### config.mk
export PLATFORM = sky130hd
export DESIGN_NAME = stream_demux_n
export DESIGN_NICKNAME = d
export VERILOG_FILES = /design/src/rtl/stream_demux_n.sv
export SDC_FILE = /design/constraint.sdc
export NUM_CORES = 1
export LEC_CHECK = 0
export CAP_MARGIN = 40
export CORE_MARGIN = 10
export CORE_UTILIZATION = 26
export CTS_BUF_LIST = sky130_fd_sc_hd__clkbuf_8
export DETAILED_ROUTE_END_ITERATION = 8
export PLACE_DENSITY_LB_ADDON = 0.12
export SLEW_MARGIN = 20
export SYNTH_ARGS = -nofsm -noshare
export SYNTH_HDL_FRONTEND = slang
export SYNTH_SLANG_ARGS = --single-unit
### constraint.sdc
create_clock -name clk -period 2.7 [get_ports clk]
set_input_delay 0.27 -clock clk [delete_from_list [all_inputs] [get_ports clk]]
set_output_delay 0.27 -clock clk [all_outputs]
set_load 0.01 [all_outputs]
### src/rtl/stream_demux_n.sv
// -----------------------------------------------------------------------------
// stream_demux_n
//   1-to-N valid/ready stream de-multiplexer with packet-aware routing.
//   The destination is taken from in_sel on the first beat of a packet and held
//   until in_last (PKT_MODE=1), or taken on every beat (PKT_MODE=0). Packets
//   addressed to a non-existent channel are swallowed and counted. Each output
//   channel has one register stage, which supports a drain and a reload in the
//   same cycle so that it can accept one beat per clock.
//
// Ports
//   clk        rising-edge clock
//   rst        asynchronous reset, active-high
//   in_data    input beat
//   in_valid   input beat valid
//   in_last    final beat of packet
//   in_sel     destination channel
//   in_ready   input accepted when in_valid & in_ready
//   out_data   channel k occupies bits [k*DATA_W +: DATA_W]
//   out_valid  per-channel valid
//   out_last   per-channel last flag
//   out_ready  per-channel ready
//   busy       high while inside a packet (BUSY or DROP)
//   drop_cnt   dropped-packet count, saturating
//
// State table
//   state  | meaning
//   IDLE   | waiting for the first beat; target follows in_sel
//   BUSY   | mid-packet; target is the latched channel
//   DROP   | mid-packet for an unroutable destination; beats are discarded
// -----------------------------------------------------------------------------
module stream_demux_n #(
    parameter int DATA_W   = 8,
    parameter int N_OUT    = 4,
    parameter int PKT_MODE = 1,
    parameter int CNT_W    = 8,
    localparam int SEL_W   = (N_OUT > 1) ? $clog2(N_OUT) : 1
) (
    input  logic                    clk,
    input  logic                    rst,
    input  logic [DATA_W-1:0]       in_data,
    input  logic                    in_valid,
    input  logic                    in_last,
    input  logic [SEL_W-1:0]        in_sel,
    output logic                    in_ready,
    output logic [N_OUT*DATA_W-1:0] out_data,
    output logic [N_OUT-1:0]        out_valid,
    output logic [N_OUT-1:0]        out_last,
    input  logic [N_OUT-1:0]        out_ready,
    output logic                    busy,
    output logic [CNT_W-1:0]        drop_cnt
);

    localparam logic [1:0] S_IDLE = 2'd0;
    localparam logic [1:0] S_BUSY = 2'd1;
    localparam logic [1:0] S_DROP = 2'd2;

    logic [1:0]              state_q, state_d;
    logic [SEL_W-1:0]        chan_q, chan_d;
    logic [CNT_W-1:0]        drop_q, drop_d;
    logic [N_OUT*DATA_W-1:0] data_q;
    logic [N_OUT-1:0]        valid_q;
    logic [N_OUT-1:0]        last_q;

    logic             sel_ok;
    logic [SEL_W-1:0] target;
    logic             full;
    logic             accept;
    logic             route;
    logic [N_OUT-1:0] load;

    // Codes N_OUT..2^SEL_W-1 exist only when N_OUT is not a power of two.
    assign sel_ok = (32'(in_sel) < 32'(N_OUT));
    assign target = (state_q == S_BUSY) ? chan_q : in_sel;

    always_comb begin
        full = 1'b0;
        for (int k = 0; k < N_OUT; k++) begin
            if (target == SEL_W'(k)) begin
                full = valid_q[k] & ~out_ready[k];
            end
        end
    end

    always_comb begin
        case (state_q)
            S_DROP:  in_ready = 1'b1;
            S_BUSY:  in_ready = ~full;
            default: in_ready = sel_ok ? ~full : 1'b1;
        endcase
    end

    assign accept = in_valid & in_ready;
    assign route  = accept & ((state_q == S_BUSY) | ((state_q == S_IDLE) & sel_ok));

    always_comb begin
        load = '0;
        for (int k = 0; k < N_OUT; k++) begin
            if (target == SEL_W'(k)) begin
                load[k] = route;
            end
        end
    end

    always_comb begin
        state_d = state_q;
        chan_d  = chan_q;
        drop_d  = drop_q;
        if (accept) begin
            case (state_q)
                S_IDLE: begin
                    if (sel_ok) begin
                        if (!in_last && PKT_MODE != 0) begin
                            state_d = S_BUSY;
                            chan_d  = in_sel;
                        end
                    end else begin
                        // Counted once, on the first beat of the packet.
                        if (drop_q != '1) begin
                            drop_d = drop_q + 1'b1;
                        end
                        if (!in_last && PKT_MODE != 0) begin
                            state_d = S_DROP;
                        end
                    end
                end
                S_BUSY:  if (in_last) state_d = S_IDLE;
                S_DROP:  if (in_last) state_d = S_IDLE;
                default: state_d = S_IDLE;
            endcase
        end
    end

    always_ff @(posedge clk or posedge rst) begin
        if (rst) begin
            state_q <= S_IDLE;
            chan_q  <= '0;
            drop_q  <= '0;
        end else begin
            state_q <= state_d;
            chan_q  <= chan_d;
            drop_q  <= drop_d;
        end
    end

    // A load takes priority over a drain so that a register emptied this
    // cycle can be refilled in the same cycle.
    always_ff @(posedge clk or posedge rst) begin
        if (rst) begin
            data_q  <= '0;
            valid_q <= '0;
            last_q  <= '0;
        end else begin
            for (int k = 0; k < N_OUT; k++) begin
                if (load[k]) begin
                    data_q[k*DATA_W +: DATA_W] <= in_data;
                    last_q[k]                  <= in_last;
                    valid_q[k]                 <= 1'b1;
                end else if (out_ready[k]) begin
                    valid_q[k] <= 1'b0;
                end
            end
        end
    end

    assign out_data  = data_q;
    assign out_valid = valid_q;
    assign out_last  = last_q;
    assign busy      = (state_q != S_IDLE);
    assign drop_cnt  = drop_q;

endmodule

==> Yosys cells after proc, flatten, opt, wreduce, memory -nomap -nowiden <==
Index checks and enable logic that the tools add are counted.
{ "op_classes": {"n_eq_ne": 7, "n_mux": 21, "n_bitwise": 13, "n_reduce_logical": 10} }
{ "op_table": {"columns": ["op", "n"], "rows": [
  ["two-way mux 1 bit", 17],
  ["nonzero test 2 bit", 5],
  ["bitwise AND 1 bit", 6],
  ["== test 2 bit, second input constant", 3],
  ["two-way mux 2 bit", 3],
  ["inverter 1 bit", 6],
  ["AND reduction 3 bit", 2],
  ["== test 2 x 1 -> 1 bit, second input constant", 2],
  ["zero test 2 bit", 2],
  ["one-hot mux 2 bit (2 select lines)", 1],
  ["inequality test 2 x 1 -> 1 bit, second input constant", 1],
  ["inequality test 2 bit, second input constant", 1],
  ["OR reduction 2 bit", 1],
  ["OR 1 bit", 1]
]} }
{ "word_totals": {"register_bits": 44, "inputBits": 18, "elab_cells": 65} }

==> Logic depth before layout (Yosys ltp) <==
{ "logic_depth": {"word_depth": 13, "ltp_mapped": 7, "ltp_nobuf": 5} }

==> Worst setup path before layout <==
OpenSTA, ideal clock, no wires.
{ "synth_path": {"path_kind": "reg-to-reg", "start": "register state_q[0]", "end": "register data_q[0] (netlist: out_data[0])", "setup_time_ps": 125, "arrival_ps": 1898, "required_time_ps": 2575, "slack_ps": 677, "path_stages_with_launch": 8, "n_path_buf": 2, "synth_period_minus_slack_ps": 2023, "path_cell_list": "dfrtp_1 -> buf_6 -> nand3b_1 -> a21boi_0 -> a221o_1 -> and3_1 -> buf_6 -> mux2_4"} }
{ "synth_between": {"elab_chain_cells": 12, "elab_cells_between_ends": 18, "classes_between": "eq/ne (5); mux (7); bitwise (4); reduce/logical (2)"} }
{ "synth_lines": {"columns": ["element", "line_no", "source"], "rows": [
  ["from (decl)", "57", "logic [1:0] state_q, state_d;"],
  ["from (signal assigned)", "139", "state_q <= state_d;"],
  ["== test 2 x 1 -> 1 bit", "73, 85", null],
  ["two-way mux 2 bit", "73", "assign target = (state_q == S_BUSY) ? chan_q : in_sel;"],
  ["zero test 2 bit", "78", "if (target == SEL_W'(k)) begin"],
  ["two-way mux 1 bit (4 in series)", "78", null],
  ["inverter 1 bit", "87, 88", null],
  ["two-way mux 1 bit (*)", null, null],
  ["net in_ready", "44", "output logic in_ready,"],
  ["bitwise AND 1 bit (*)", "92", "assign accept = in_valid & in_ready;"],
  ["bitwise AND 1 bit (*)", "93", "assign route = accept & ((state_q == S_BUSY) | ((state_q == S_IDLE) & sel_ok));"],
  ["two-way mux 1 bit (*)", "98", "if (target == SEL_W'(k)) begin"],
  ["to (signal, indexed assignment)", "155", "data_q[k*DATA_W +: DATA_W] <= in_data;"],
  ["to (decl)", "60", "logic [N_OUT*DATA_W-1:0] data_q;"]
]} }
Mark *: on every way through the listed nets, which the timed path passes. The rest lies on a longest branch.
A chain may end at the register's enable or synchronous reset.

==> Worst setup path after layout <==
{ "layout_path": {"start": "register state_q[0]", "end": "output port in_ready"} }
{ "layout_between": {"elab_chain_cells": 9, "elab_cells_between_ends": 13, "classes_between": "eq/ne (5); mux (6); bitwise (1); reduce/logical (1)"} }
{ "layout_lines": {"columns": ["element", "line_no"], "rows": [
  ["== test 2 x 1 -> 1 bit", "73, 85"],
  ["two-way mux 2 bit", "73"],
  ["zero test 2 bit", "78"],
  ["two-way mux 1 bit (4 in series)", "78"],
  ["inverter 1 bit", "87, 88"],
  ["two-way mux 1 bit (*)", null],
  ["to (decl)", "44"]
]} }
Mark *: on every way between the ends. The rest lies on a longest branch, timed or not.

==> summary.md <==
| Metric | Value |
|---|---|
| Fmax | `408 MHz` |
| Vias per cell | `roughly 4.2` |
| Fin Clk Skew | `5.75 ps` |
| Worst R2R Start | `state_q[0]$_DFFE_PP0P_` |
| IO Port Bufs | `59` |
| RSZ-0062 raised after global routing | `no` |
| Drt wl/cell | `16.3 um` |
| GR met3 Demand/Resource | `5.16%` |
| Setup TNS | `0 ps` |
| Die width | `roughly 100 um` |
| Final RePlAce weighted congestion | `approximately 0.85` |
| Resized cells post-CTS | `0` |
| Mean post-synth cell area | `about 14 um^2` |
| FF-to-FF path depth | `6` |
| GRT Util Overall | `under 10%` |
| Slowest-stage cell, CP | `clkdlybuf4s50_1` |
| Vias in the first global route | `1374` |
| Share of cells above drive strength 1 | `26.6%` |
| Min-Delay Path Class | `input pin to asynchronous set/reset pin` |
| Filler instances | `690` |
| Maxcap violations | `0` |
| Initial antenna violation count | `0` |
| Starting DRT DRC Count | `25` |
| Total CTS buffers | `5` |
| Reg-to-reg endpoint | `out_data[5]$_DFFE_PP0P_` |
| Cells along the critical path | `nand3b_1 > a21boi_0 > a221o_1 > clkdlybuf4s50_1` |
| Post-synthesis sequential area ratio | `a little under three fifths` |
| CP Data Arrival Time | `approximately 2200 ps` |
| Core Rows | `30` |
| Routing usage on met1 | `10.2%` |
| Critical Path Source | `state_q[0]$_DFFE_PP0P_` |
| Peak supply drop | `0.000529 V` |
| Hold-fix buffer count after cts | `0` |
| Clk slew on worst S/H paths | `80 ps` |
| Post-Route WL | `approximately 4800 um` |
| Hold violation total from the final report | `0` |
| R2r setup slk | `540 ps` |
| Antenna-violating nets left | `0` |
| Crit path largest cell delay | `570 ps` |
| Most common cell after layout, fill and taps aside | `clkdlybuf4s50_1` |
| Latest clock arrival within the worst-skew pair | `just under 300 ps` |
| Postcts setup bufs | `0` |
| PD cells | `1200 nW/um^2` |
| Overflow left after global routing | `0` |
| N_diodes | `0` |
| Root Driver | `clkbuf_8` |
| Buf/Inv on CP | `1` |
| Setup crit start kind | `register` |
| Setup CP Type | `register to primary output` |
| Placed inst area | `2560 um^2` |
| Die ar. | `11000 um^2` |
| Delay-heaviest family, CP | `compound AO/OA/AOI/OAI gates` |
| Core area | `between 6000 and 7000 um^2` |
| Drt drc | `0` |
| CTS Buffer Depth | `2` |
| P&R area growth vs syn | `42.8%` |
| Gr busiest metal | `met2` |
| Cells after Synth | `~130` |
| CP endpoint kind | `primary output` |
| CTS H-tree lvls | `2` |
| CP endpoint | `in_ready` |
| First-pass GRT wire length | `7790 um` |
| Top-Level Pins | `68` |
| Setup-failing EPs final | `0` |
| Seq cells post-synth | `43` |
| CP required | `2430 ps` |
| Synthesized area | `1870 um^2` |
| Synth warn | `0` |
| Synth cell types | `29` |
| Max-slew violations | `0` |
| Pin count of the biggest net entering global routing | `32` |
| Most frequent cells in the layout | `clkdlybuf4s50_1 (59), dfrtp_1 (43), mux2_2 (29), mux2_4 (9), conb_1 (8)` |
| Final cycle utilization of the critical path | `between 90% and 100%` |
| Max FO, Critical Path | `11` |
| CP Depth | `4` |
| Detail Placement HPWL | `3670 um` |
| Post-route minimum period | `2450 ps` |
| P_leak | `1.16 nW` |
| WHS | `242 ps` |
| Chip height | `between 100 and 150 um` |
| Pre-antenna DRT Iters | `4` |
| Status | `complete, no violations` |
| Initial Utilization | `27.1%` |
| Fin nets | `216` |
| GR Layer Usage met2 | `between 10% and 20%` |
| Sink Count | `43` |
| TritonCTS clock tree | `built` |
| Post-layout instance area | `2670 um^2` |
| Vias | `1235` |
## worst min path at each step
stage / end / depth (start not counted) / from
after detailed placement: out_data[31]$_DFFE_PP0P_ / 1 / out_data[31]$_DFFE_PP0P_
final: out_data[15]$_DFFE_PP0P_ / 2 / rst
after global routing: out_data[15]$_DFFE_PP0P_ / 2 / rst
after floorplan: state_q[0]$_DFFE_PP0P_ / 1 / in_last
after CTS: out_data[15]$_DFFE_PP0P_ / 2 / rst
after global placement: out_data[26]$_DFFE_PP0P_ / 1 / out_data[26]$_DFFE_PP0P_
## worst register-to-register path, cell delays in order (launching register included)
cell and delay [ps]:
dfrtp_1 510, nand3b_1 230, a21boi_0 320, a221o_1 270, and3_1 190, buf_4 220, mux2_4 330
## power breakdown
group	total, mW	internal [mW]	switching [mW]
Clock	0.498	0.275	0.222
Combinational	1.55	0.963	0.584
Sequential	1.17	0.968	0.199
## cell usage after synthesis
master	n	area, um^2
o21a_1	2	15.0
mux2_4	9	135
dfrtp_1	43	1080
or3_1	1	6.26
mux2_2	29	327
nor2_2	1	6.26
o31ai_1	1	7.51
nor3_1	1	5.00
and3_1	1	6.26
nor2_1	2	7.51
buf_4	8	60.1
a221o_1	1	10.0
a21o_1	1	7.51
clkbuf_1	1	3.75
nand3_1	2	10.0
o2bb2ai_1	1	8.76
a21oi_1	1	5.00
nand3b_1	1	7.51
nor2b_1	3	18.8
inv_1	3	11.3
buf_6	2	22.5
a21boi_0	1	7.51
conb_1	1	3.75
mux2i_1	3	30.0
buf_2	1	5.00
nand2b_1	4	25.0
nor3b_1	1	7.51
nand3_2	1	10.0
nand2_1	7	26.3
## metal layers
layer | part of all wire (%) | up-vias
met2 | 47 | 52
li1 | - | 573
met1 | 42 | 604
met4 | 1.2 | 0
met5 | 0 | -
met3 | 10 | 6
## kinds of logic after synthesis
logic type / share of synthesized area, %
buf+inv: 5.48
other cells: 0.200
simple gates: 7.29
compound gates: 3.28
flops: 57.5
mux: 26.3
## registers in the layout, indices dropped and copies added (netlist names)
signal,count
out_data,32
chan_q,2
out_last,4
out_valid,4
state_q,1
## through the flow
| step | cells | utilization (%) | worst slack (ps) | total power, mW |
|---|---|---|---|---|
| 2_1_floorplan | 140 | - | 677 | 1.92 |
| 3_3_place_gp | 286 | 36.8 | 392 | 2.74 |
| 3_5_place_dp | 287 | 37.1 | 319 | 2.77 |
| 4_1_cts | 295 | 38.7 | 232 | 3.29 |
| 5_1_grt | 295 | 38.7 | 83.2 | 3.45 |
| 6_report | 295 | 38.7 | 251 | 3.21 |
## cell type report
cell class | instances | area, um^2 | share of cell area, %
inverters | 3 | 11.3 | 0.421
repair buffers | 63 | 633 | 23.7
clock inverters | 3 | 43.8 | 1.64
clock buffers | 5 | 68.8 | 2.57
multi-input cells | 82 | 719 | 26.9
well taps | 96 | 120 | 4.49
flip-flops and latches | 43 | 1080 | 40.3
Power figures use the tool's default switching activity.
